===== src/rtl/dendrite.sv =====
// rtl/dendrite.sv - spike event buffer with synaptic weight lookup feeding the soma
//
// Purpose:
//   Accepts spike events {src, time} from upstream axons into a small FIFO,
//   looks up the synaptic weight of each event's source when it leaves the
//   FIFO, and presents one (weight, time) pair per cycle to the soma. Delivery
//   holds while the soma is refractory. A killed neuron flushes its FIFO and
//   absorbs new events, counting everything discarded in a saturating counter.
//
// Ports:
//   clk         clock, all state on rising edge
//   rst         synchronous reset, active low
//   kill        neuron deactivated (level)
//   wr_en       weight write strobe
//   wr_addr     synapse index to write (out-of-range writes ignored)
//   wr_weight   weight value to write
//   spk_valid   upstream event valid
//   spk_src     presynaptic source index of the event
//   spk_time    inter-spike time carried with the event
//   spk_ready   event accepted when high together with spk_valid
//   soma_busy   soma refractory, hold delivery
//   out_valid   one-cycle pulse per delivered event
//   out_weight  weight of the delivered event
//   out_spike   time of the delivered event
//   fifo_level  current FIFO occupancy
//   drop_cnt    saturating count of discarded events

module dendrite #(
    parameter int DEPTH = 4,
    parameter int N_SYN = 8,
    parameter int SRC_W = $clog2(N_SYN)
) (
    input  logic                    clk,
    input  logic                    rst,
    input  logic                    kill,
    input  logic                    wr_en,
    input  logic [SRC_W-1:0]        wr_addr,
    input  logic [7:0]              wr_weight,
    input  logic                    spk_valid,
    input  logic [SRC_W-1:0]        spk_src,
    input  logic [7:0]              spk_time,
    output logic                    spk_ready,
    input  logic                    soma_busy,
    output logic                    out_valid,
    output logic [7:0]              out_weight,
    output logic [7:0]              out_spike,
    output logic [$clog2(DEPTH):0]  fifo_level,
    output logic [7:0]              drop_cnt
);

    localparam int PTR_W = $clog2(DEPTH);
    localparam int LVL_W = PTR_W + 1;

    // Weight file
    logic [7:0]       weight_q [N_SYN];
    logic [7:0]       weight_d [N_SYN];

    // FIFO storage and control
    logic [SRC_W-1:0] fifo_src_q  [DEPTH];
    logic [7:0]       fifo_time_q [DEPTH];
    logic [PTR_W-1:0] wr_ptr_q, wr_ptr_d;
    logic [PTR_W-1:0] rd_ptr_q, rd_ptr_d;
    logic [LVL_W-1:0] level_q,  level_d;

    // Output registers
    logic             out_valid_q,  out_valid_d;
    logic [7:0]       out_weight_q, out_weight_d;
    logic [7:0]       out_spike_q,  out_spike_d;
    logic [7:0]       drop_q,       drop_d;

    logic             full;
    logic             empty;
    logic             push;
    logic             pop;
    logic             wr_in_range;
    logic             head_in_range;
    logic [SRC_W-1:0] head_src;
    logic [7:0]       head_time;
    logic [7:0]       head_weight;
    logic [8:0]       drop_sum;

    assign full  = (level_q == LVL_W'(DEPTH));
    assign empty = (level_q == '0);

    // Ready comes only from registered state: a full FIFO never accepts,
    // even if a pop happens on the same edge. While killed every event is
    // absorbed. During reset nothing is accepted.
    always_comb begin
        spk_ready = 1'b0;
        if (rst) begin
            spk_ready = kill ? 1'b1 : !full;
        end
    end

    assign push = spk_valid && spk_ready && !kill;
    assign pop  = !empty && !soma_busy && !kill;

    assign head_src  = fifo_src_q[rd_ptr_q];
    assign head_time = fifo_time_q[rd_ptr_q];

    // Source indices beyond the weight file are legal events with weight 0.
    assign head_in_range = ({1'b0, head_src} < (SRC_W+1)'(N_SYN));
    assign wr_in_range   = ({1'b0, wr_addr}  < (SRC_W+1)'(N_SYN));
    assign head_weight   = head_in_range ? weight_q[head_src] : 8'h00;

    // Everything discarded on a kill edge: all queued entries plus any
    // event presented that cycle (spk_ready is 1 while killed).
    assign drop_sum = {1'b0, drop_q} + 9'(level_q) + 9'(spk_valid);

    always_comb begin
        weight_d = weight_q;
        if (wr_en && wr_in_range) begin
            weight_d[wr_addr] = wr_weight;
        end
    end

    always_comb begin
        wr_ptr_d     = wr_ptr_q;
        rd_ptr_d     = rd_ptr_q;
        level_d      = level_q;
        out_valid_d  = 1'b0;
        out_weight_d = out_weight_q;
        out_spike_d  = out_spike_q;
        drop_d       = drop_q;

        if (kill) begin
            wr_ptr_d = '0;
            rd_ptr_d = '0;
            level_d  = '0;
            drop_d   = (drop_sum > 9'd255) ? 8'hFF : drop_sum[7:0];
        end else begin
            if (push) begin
                wr_ptr_d = wr_ptr_q + PTR_W'(1);
            end
            if (pop) begin
                rd_ptr_d     = rd_ptr_q + PTR_W'(1);
                out_valid_d  = 1'b1;
                // weight_q is the pre-edge value, so a same-edge write to
                // this synapse only affects later events.
                out_weight_d = head_weight;
                out_spike_d  = head_time;
            end
            level_d = level_q + LVL_W'(push) - LVL_W'(pop);
        end
    end

    always_ff @(posedge clk) begin
        if (!rst) begin
            for (int i = 0; i < N_SYN; i++) begin
                weight_q[i] <= 8'h00;
            end
            wr_ptr_q     <= '0;
            rd_ptr_q     <= '0;
            level_q      <= '0;
            out_valid_q  <= 1'b0;
            out_weight_q <= 8'h00;
            out_spike_q  <= 8'h00;
            drop_q       <= 8'h00;
        end else begin
            weight_q     <= weight_d;
            wr_ptr_q     <= wr_ptr_d;
            rd_ptr_q     <= rd_ptr_d;
            level_q      <= level_d;
            out_valid_q  <= out_valid_d;
            out_weight_q <= out_weight_d;
            out_spike_q  <= out_spike_d;
            drop_q       <= drop_d;
        end
    end

    // Payload storage needs no reset; validity is tracked by the pointers.
    // push is already blocked during reset because spk_ready is low.
    always_ff @(posedge clk) begin
        if (push) begin
            fifo_src_q[wr_ptr_q]  <= spk_src;
            fifo_time_q[wr_ptr_q] <= spk_time;
        end
    end

    assign out_valid  = out_valid_q;
    assign out_weight = out_weight_q;
    assign out_spike  = out_spike_q;
    assign fifo_level = level_q;
    assign drop_cnt   = drop_q;

endmodule


===== config.mk =====
export PLATFORM = sky130hd
export DESIGN_NAME = dendrite
export DESIGN_NICKNAME = d
export VERILOG_FILES = /design/src/rtl/dendrite.sv
export SDC_FILE = /design/constraint.sdc
export NUM_CORES = 1
export LEC_CHECK = 0
export BUFFER_PORTS_ARGS = -buffer_cell sky130_fd_sc_hd__clkbuf_2
export CAP_MARGIN = 20
export CORE_ASPECT_RATIO = 1.2
export CORE_MARGIN = 5
export CORE_UTILIZATION = 35
export CTS_BUF_LIST = sky130_fd_sc_hd__clkbuf_2 sky130_fd_sc_hd__clkbuf_4 sky130_fd_sc_hd__clkbuf_8
export DETAILED_ROUTE_END_ITERATION = 8
export GPL_TIMING_DRIVEN = 1
export PLACE_DENSITY = 0.61
export SLEW_MARGIN = 10
export SYNTH_ARGS = -nofsm -noshare
export SYNTH_HDL_FRONTEND = slang
export SYNTH_SLANG_ARGS = --single-unit

===== constraint.sdc =====
create_clock -name clk -period 5.2 [get_ports clk]
set_input_delay 0.52 -clock clk [delete_from_list [all_inputs] [get_ports clk]]
set_output_delay 0.52 -clock clk [all_outputs]
set_load 0.01 [all_outputs]

==> flow_summary.json <==
{
  "status": "finished clean",
  "peakVddDrop_v": 0.000173,
  "drc": 0,
  "nNetsFinal": 671,
  "power_mw": 2.21,
  "dp_hpwl_um": 9600,
  "required_ns": 5.52,
  "power.density_nw_per_um2": 329,
  "grt_pass1_vias": 4316,
  "cp-end-kind": "register",
  "gr-total-overflow": 0,
  "pin_count": 57,
  "clkLatencyLatePin_ns": 0.44,
  "grt_usage": 0.147,
  "htree_levels": 4,
  "path_max_fanout": 26,
  "ys_seq_area_frac": 0.554,
  "ys_types": 44,
  "reg2regPathDepth": 10,
  "min_period_ns": 2.97,
  "hold_ws_ns": 0.297,
  "pwr-share-clk": 0.419,
  "first_pass_iters": 5,
  "tightest_slew_ns": 1.11,
  "syn_inst": 589,
  "p_sw_frac": 0.227,
  "syn_nets": 628,
  "post_cts_resized": 0,
  "power_leakage_nw": 2.41,
  "yosysWarnings": 0,
  "coreArea_um2": 16800,
  "first_iter_violations": 278,
  "clockRootBuffer": "clkbuf_8",
  "hold_violations": 0,
  "initial_utilization": 0.353,
  "min_period_over_period": 0.571,
  "die_y_um": 153,
  "async_flop_share": 0,
  "path_cells": "nor3_1, or3_1, inv_1, ha_1, inv_1, ha_1, fa_1, xnor2_1, xnor2_1, nor2_1",
  "hold_start": "spk_time[3]",
  "cts_tree": "yes",
  "n_antenna_cell": 0,
  "wl_per_cell_um": 16.5,
  "clockBufferDepth": 2,
  "combPwrFrac": 0.053,
  "tns_ns": 0,
  "switchingPower_mw": 0.502,
  "routed_wl_um": 14200,
  "drive_above_1_share": 0.157,
  "max_freq_mhz": 337,
  "clk_pin_slew_worst_paths_ns": 0.08,
  "worstSetupPathType": "reg2reg",
  "rows": 52,
  "crit_path_top_delay_cell": "inv_1",
  "dr_total_vias": 4409,
  "dieWidth_um": 129,
  "grt_pass1_wl_um": 22300,
  "drv_cap": 0,
  "rsz0062_at_grt": "no",
  "grt_max_degree": 79,
  "syn_to_final_growth_pct": 13.4,
  "dieArea_um2": 19700,
  "synth_edf_count": 44,
  "holdPathEnd": "fifo_time_q[3][3]$_DFFE_PP_",
  "hold_path.class": "in2reg",
  "syn_area_um2": 5930,
  "viasPerCell": 5.12,
  "reg2reg_from": "fifo_level[1]$_SDFF_PP0_",
  "antenna_found_initial": 0,
  "r2r_end": "fifo_level[2]$_SDFF_PP0_",
  "cts_made_buffers": 17,
  "seqPwrFrac": 0.529,
  "min_path_cells": 1,
  "drt.antenna.violating_nets": 0,
  "syn_area_per_cell_um2": 10.1,
  "drv_slew": 0,
  "finalSetupViolations": 0,
  "arrival_ns": 3.29,
  "post_cts_buffers": 0,
  "start_kind": "register",
  "internal_power_mw": 1.71,
  "critical-path-max-stage-delay_ns": 0.66,
  "skew_ns": 0.0123,
  "cts_hold_buf": 0,
  "clock_sinks": 142,
  "synth_seq_cells": 142,
  "pre_cts_slack_ns": 1.93,
  "slew_headroom": 0.253,
  "setup_ws_ns": 2.23,
  "ys.flop_type": "dfxtp_1",
  "r2r_slack_ns": 2.23,
  "seq_area_um2": 3280,
  "io_buffer_count": 56,
  "fill_cells": 1623,
  "gp_congestion": 0.799,
  "multiInputGateArea_um2": 2420
}
## cell families after synthesis
logic type      count (synthesis)  synth area share
compound gates                124             0.121
xor+xnor                        6           0.00886
fa+ha+maj                      11            0.0270
buf+inv                        45            0.0380
flops                         142             0.554
mux                            44            0.0987
simple gates                  217             0.153
## per-layer routing
metal / vias up / global-route usage / routed length [µm]
met4: 0 / 0.0570 / 297
met5: - / 0 / 0
met3: 22 / 0.0417 / 922
met2: 133 / 0.242 / 7020
li1: 2134 / - / -
met1: 2120 / 0.181 / 6010
## worst max-delay path: cells and delay by family (launching register included)
kind	cells	cell delay (ns)
DFF	1	0.45
xor gates and xnor gates	2	0.30
and+or+nand+nor	3	0.61
adders and majority gates	3	0.78
buffers and inverters	2	0.70
## sequential cells by signal, indices dropped and copies added (netlist names), 3 cells and up, named ones only
| signal | cells |
|---|---|
| weight_q | 64 |
| fifo_time_q | 32 |
| fifo_src_q | 12 |
| drop_cnt | 8 |
| out_spike | 8 |
| out_weight | 8 |
| fifo_level | 3 |
## cells in the mapped netlist, types with 4 or more instances
library cell,instances,area share
nand2_1,154,0.097
dfxtp_1,98,0.33
a21oi_1,75,0.063
edfxtp_1,44,0.22
mux2i_1,33,0.056
nor2_1,26,0.016
clkbuf_1,13,0.0082
o21ai_0,12,0.010
inv_1,11,0.0070
buf_1,9,0.0057
mux4_2,9,0.034
ha_1,8,0.017
o21a_1,8,0.010
o22ai_1,8,0.0084
o31a_1,8,0.012
buf_2,7,0.0059
and2_1,6,0.0063
nand2b_1,6,0.0063
nand3_1,6,0.0051
nor2b_1,5,0.0053
xnor2_1,5,0.0074
nor3_1,4,0.0034
## how the worst max path moves through the flow
stage                                   from                       end  slack (ns)
CTS                 fifo_level[1]$_SDFF_PP0_  fifo_level[2]$_SDFF_PP0_        2.22
finish              fifo_level[1]$_SDFF_PP0_  fifo_level[2]$_SDFF_PP0_        2.23
floorplan                               kill  fifo_level[2]$_SDFF_PP0_        2.68
detailed placement                      kill  fifo_level[2]$_SDFF_PP0_        1.93
global route        fifo_level[1]$_SDFF_PP0_  fifo_level[2]$_SDFF_PP0_        2.02
global placement                        kill  fifo_level[2]$_SDFF_PP0_        2.03
## power groups by stage
stage / Combinational (mW) / Clock, mW / Sequential, mW
global route: 0.129 / 1.00 / 1.17
global placement: 0.114 / 0 / 1.19
floorplan: 0.0769 / 0 / 1.19
detailed placement: 0.117 / 0 / 1.20
CTS: 0.117 / 0.949 / 1.17
finish: 0.117 / 0.927 / 1.17
## stage by stage
stage,cell area [µm²],std cells,utilization
after floorplan,5930,589,-
after global routing,6730,861,0.401
final,6730,861,0.401
after CTS,6730,861,0.401
after detailed placement,6310,829,0.376
after global placement,6310,829,0.376
## cell usage in the layout (no fill, tap or decap), drive strengths merged, types with 5 or more instances in the layout
cell type,count
dfxtp,98
mux4,11
mux2i,33
nand3,6
inv,14
nand2b,6
o22ai,8
nor2b,5
clkbuf,78
edfxtp,44
and2,6
nand2,154
o31a,8
a21oi,75
o21a,8
o21ai,12
ha,8
nor2,26
xnor2,5
## cell type report
type / count / area share
inverters: 12 / 0.00670
clock buffers: 22 / 0.0419
multi-input cells: 402 / 0.360
repair buffers: 57 / 0.0428
clock inverters: 10 / 0.0203
flip-flops and latches: 142 / 0.488
well taps: 216 / 0.0402
(Power assumes the default switching activity.)
